File: src/rtl/counter_seq.sv
// Control sequencer for an external N-bit counter: prescaled tick, start/stop/pause, load and done.
// Optional feature: define COUNTER_SEQ_AUTO_RELOAD_EN to reload d_in and restart automatically after done.
module counter_seq #(
    parameter int unsigned N   = 6,
    parameter int unsigned DIV = 50_000_000
) (
    input  logic         clk,
    input  logic         rst,
    input  logic         start,
    input  logic         stop,
    input  logic         load_req,
    input  logic [N-1:0] d_in,
    input  logic [N-1:0] limit,
    input  logic [N-1:0] cnt_q,
    output logic         cnt_en,
    output logic         cnt_load,
    output logic [N-1:0] cnt_d,
    output logic         busy,
    output logic         done,
    output logic [2:0]   state_o
);

    typedef enum logic [2:0] {
        IDLE  = 3'd0,
        LOAD  = 3'd1,
        RUN   = 3'd2,
        PAUSE = 3'd3,
        DONE  = 3'd4
    } state_t;

    localparam logic [31:0] PRESC_TOP = 32'(DIV - 1);

    state_t      state;
    logic [31:0] presc;
`ifdef COUNTER_SEQ_AUTO_RELOAD_EN
    logic        auto_ld;
`endif

    assign state_o = state;

    always_ff @(posedge clk) begin
        if (rst) begin
            state    <= IDLE;
            presc    <= '0;
            cnt_en   <= 1'b0;
            cnt_load <= 1'b0;
            cnt_d    <= '0;
            busy     <= 1'b0;
            done     <= 1'b0;
`ifdef COUNTER_SEQ_AUTO_RELOAD_EN
            auto_ld  <= 1'b0;
`endif
        end else begin
            cnt_en   <= 1'b0;
            cnt_load <= 1'b0;
            done     <= 1'b0;
            if (load_req) begin
                state    <= LOAD;
                presc    <= '0;
                cnt_load <= 1'b1;
                cnt_d    <= d_in;
                busy     <= 1'b0;
`ifdef COUNTER_SEQ_AUTO_RELOAD_EN
                auto_ld  <= 1'b0;
`endif
            end else begin
                case (state)
                    IDLE: begin
                        presc <= '0;
                        if (start && !stop) begin
                            state <= RUN;
                            busy  <= 1'b1;
                        end
                    end
                    LOAD: begin
                        presc <= '0;
                        state <= IDLE;
`ifdef COUNTER_SEQ_AUTO_RELOAD_EN
                        auto_ld <= 1'b0;
                        if (auto_ld) begin
                            state <= RUN;
                            busy  <= 1'b1;
                        end
`endif
                    end
                    RUN: begin
                        // stop wins over a coinciding tick; the prescaler keeps its count for resume
                        if (stop) begin
                            state <= PAUSE;
                        end else if (presc == PRESC_TOP) begin
                            presc <= '0;
                            if (cnt_q == limit) begin
                                done  <= 1'b1;
                                state <= DONE;
                                busy  <= 1'b0;
                            end else begin
                                cnt_en <= 1'b1;
                            end
                        end else begin
                            presc <= presc + 32'd1;
                        end
                    end
                    PAUSE: begin
                        if (start && !stop) state <= RUN;
                    end
                    DONE: begin
                        presc <= '0;
`ifdef COUNTER_SEQ_AUTO_RELOAD_EN
                        state    <= LOAD;
                        cnt_load <= 1'b1;
                        cnt_d    <= d_in;
                        auto_ld  <= 1'b1;
`else
                        if (start && !stop) begin
                            state <= RUN;
                            busy  <= 1'b1;
                        end
`endif
                    end
                    default: begin
                        state <= IDLE;
                        busy  <= 1'b0;
                    end
                endcase
            end
        end
    end

endmodule

File: config.mk
export PLATFORM = sky130hd
export DESIGN_NAME = counter_seq
export DESIGN_NICKNAME = d
export VERILOG_FILES = /design/src/rtl/counter_seq.sv
export SDC_FILE = /design/constraint.sdc
export NUM_CORES = 1
export LEC_CHECK = 0
export BUFFER_PORTS_ARGS = -buffer_cell sky130_fd_sc_hd__buf_2
export CAP_MARGIN = 10
export CORE_MARGIN = 1
export CORE_UTILIZATION = 35
export CTS_CLUSTER_DIAMETER = 150
export DETAILED_ROUTE_END_ITERATION = 16
export SETUP_SLACK_MARGIN = 0.5
export SLEW_MARGIN = 20
export SYNTH_ARGS = -nofsm -noshare
export SYNTH_HDL_FRONTEND = slang
export SYNTH_SLANG_ARGS = --single-unit
File: constraint.sdc
create_clock -name clk -period 2.7 [get_ports clk]
set_input_delay 0.27 -clock clk [delete_from_list [all_inputs] [get_ports clk]]
set_output_delay 0.27 -clock clk [all_outputs]
set_load 0.005 [all_outputs]
==> results.ini <==
[run_status]
outcome = complete, no violations

[worst_setup_path]
setup.worst_path.end_class = register
cp.required_ns = 2.89
worstRegToRegCells = 6
worstReg2RegStart = presc[27]$_SDFFE_PP0P_
worst_setup_path_start_kind = register
path_cells = nand4bb_1 -> or3b_2 -> or4_4 -> o21ai_4 -> buf_4 -> o21ai_0
cp_data_arrival_time_ns = 2.30
slowest_delay_ns = 0.49
startpoint = presc[27]$_SDFFE_PP0P_
cp_max_fo = 5
cpMaxStageDelayCell = or3b_2
crit_type = reg2reg

[place]
post-place-cells = 413
pre_cts_ws_ns = 0.352
place_area_mm2 = 0.00273
hpwlAfterDp_um = 4470
port_buffers = 35
place.gp.congestion = 0.872

[finish]
fin_util = 0.430
fin_cells = 423
area_growth_pct = 18.9
diodes = 0
drive_gt1_frac = 0.239
seq_area_um2 = 905
fin_area_mm2 = 0.00292
multi_input_area_mm2 = 0.00149
fillCellCount = 684
nNetsFinal = 350

[logic_synthesis]
synthXorXnorAreaFrac = 0.0678
synth_cell_type_count = 58
synth_edf_count = 0
synth_compound_area_frac = 0.156
ys_dominant_reg_cell = dfxtp_1
synth_mux_area_frac = 0.0285
syn_area_mm2 = 0.00245
syn_avg_cell_area_um2 = 8.44
ys_seq_area_frac = 0.367
synth-simple-area-share = 0.330
yosysWarnings = 0
ys_seq_elements = 45
syn_nets = 315
synth_top_family_by_area = simple AND/OR/NAND/NOR gates
synthAdderAreaFrac = 0.00510
synth_cells = 291
async_flop_share = 0

[cts]
clock_path_buffers = 2
cts_sinks = 45
insertion_delay_ns = 0.30
cts-htree-levels = 2
clkTransAtPathRegs_ns = 0.09
numCtsBuffers = 5
cts_hold_buf = 0
clk_root_buffer_cell = clkbuf_8
cts_tree = done

[job]
maxCapViolations = 0

[timing]
final_min_period_over_clock_period = 0.781
fin_skew_ns = 0.00546
slew_violations = 0
worst_slew_margin_rel = 0.556
setup_viol = 0
setup_slack_ns = 0.590
finalSetupTns_ns = 0
whs_ns = 0.200
rsz0062_at_grt = yes
clock.fmax_ghz = 0.474
hold_violations = 0
worst_slew_pin_slew_ns = 0.661
fin_crit_ns = 2.11

[grt]
grt.overflow.total = 0
globalRouteTotalUtil = 0.175
grt_antenna_before_repair = 0
grt_max_degree = 16
first_global_vias = 2107
grt_pass1_wl_um = 10200

[die]
core_mm2 = 0.00679
die_y_um = 85.8
ios = 36
initial_core_util = 0.361
die_w_um = 85.8
fp-row-count = 30
die_area_mm2 = 0.00735

[drt]
first_iter_violations = 168
drt_wl_total_um = 6200
drt_pre_antenna_iters = 5
drtAntennaViolNets = 0
drc = 0
wl_per_cell_um = 14.7
via_per_inst = 5.56
num_vias = 2352

[hold_path]
min_from = d_in[5]
hold_depth = 3
hp-class = in2reg

[pwr]
finalPower_mw = 1.29
power_density_mw_per_mm2 = 443
ir_drop_v = 0.000164
leakage_nw = 1.06

-- critical path: cells and delay by family (launching register included) --
family | cells | cell delay [ns]
simple gates | 3 | 1.24
flops | 1 | 0.35
compound gates | 2 | 0.26
buf+inv | 1 | 0.15
-- Yosys cell counts, types with 5 or more instances --
cell type / count / area, µm²
a21oi_1: 13 / 65.1
o21ai_0: 10 / 50.1
inv_1: 7 / 26.3
and3_1: 6 / 37.5
nand3_1: 14 / 70.1
clkbuf_1: 6 / 22.5
nand2_1: 28 / 105
mux2i_1: 7 / 70.1
a21o_1: 5 / 37.5
nand4_1: 12 / 75.1
a31oi_1: 8 / 50.1
nor3_1: 6 / 30.0
buf_2: 7 / 35.0
nor2_1: 30 / 113
xor2_1: 10 / 87.6
dfxtp_1: 45 / 901
xnor2_1: 9 / 78.8
nor4_1: 6 / 37.5
-- where the power goes --
part           internal [mW]  switching [mW]
combinational         0.0365          0.0375
clock                  0.301           0.241
sequential             0.671         0.00642
-- cell families after synthesis --
logic type                 after synthesis
muxes                                    7
xor gates and xnor gates                19
and+or+nand+nor                        138
buffers and inverters                   24
AOI/OAI and AO/OA                       57
adders and majority gates                1
DFF                                     45
-- final timing paths --
check                           slack [ns]                      to
worst max-delay path                  0.59  presc[26]$_SDFFE_PP0P_
worst min-delay path                  0.20   cnt_d[5]$_SDFFE_PP0P_
worst max register to register        0.59  presc[26]$_SDFFE_PP0P_
worst min register to register        0.48  presc[20]$_SDFFE_PP0P_
-- area by class of cell --
cell class / instances / area share
inverter: 7 / 0.00900
multi-input combinational: 222 / 0.512
clock inverter: 2 / 0.0129
clock buffer: 6 / 0.0283
tap: 96 / 0.0411
sequential: 45 / 0.310
timing repair buffer: 45 / 0.0870
-- cells in the final DEF, fill, tap and decap left out, types with 2 or more instances in the layout --
| cell type | count |
|---|---|
| xor2_1 | 10 |
| o22ai_1 | 2 |
| buf_2 | 35 |
| nand4_4 | 2 |
| nand4b_1 | 4 |
| o211ai_1 | 2 |
| nor2_1 | 30 |
| o31ai_1 | 2 |
| and3_1 | 6 |
| nor4b_4 | 2 |
| clkbuf_8 | 6 |
| a21oi_1 | 12 |
| nor3_1 | 6 |
| nor4_2 | 3 |
| and4_1 | 3 |
| nand4_1 | 12 |
| nand2_1 | 28 |
| a41oi_1 | 3 |
| or2_2 | 2 |
| or4_4 | 3 |
| dfxtp_1 | 42 |
| buf_4 | 9 |
| a31oi_1 | 8 |
| xnor2_1 | 9 |
| o21ai_0 | 9 |
| a21o_1 | 5 |
| nor2b_1 | 2 |
| inv_1 | 7 |
| dfxtp_2 | 3 |
| or3_1 | 2 |
| mux2i_1 | 7 |
| nand3_1 | 14 |
| or4_1 | 4 |
| nor4_1 | 5 |
| and2_1 | 2 |
-- layer usage --
| metal | track usage | vias to the layer above | routed length, µm |
|---|---|---|---|
| li1 | - | 1149 | - |
| met3 | 0.0356 | 19 | 321 |
| met2 | 0.279 | 83 | 2820 |
| met5 | 0 | - | 0 |
| met4 | 0.0515 | 0 | 119 |
| met1 | 0.240 | 1101 | 2950 |
-- sequential cells by signal, indices dropped and copies added, names as in the netlist --
register  count
presc        32
busy          1
cnt_d         6
cnt_en        1
done          1
state_o       3
cnt_load      1
-- timing repair --
action | 4_1_cts | 5_1_grt
buffers inserted | 2 | 0
cloned | 0 | 0
setup endpoints to repair | 23 | 32
pin swaps | 1 | 2
resized for setup | 3 | 10
Note: power is estimated with default switching activity, not from simulation.
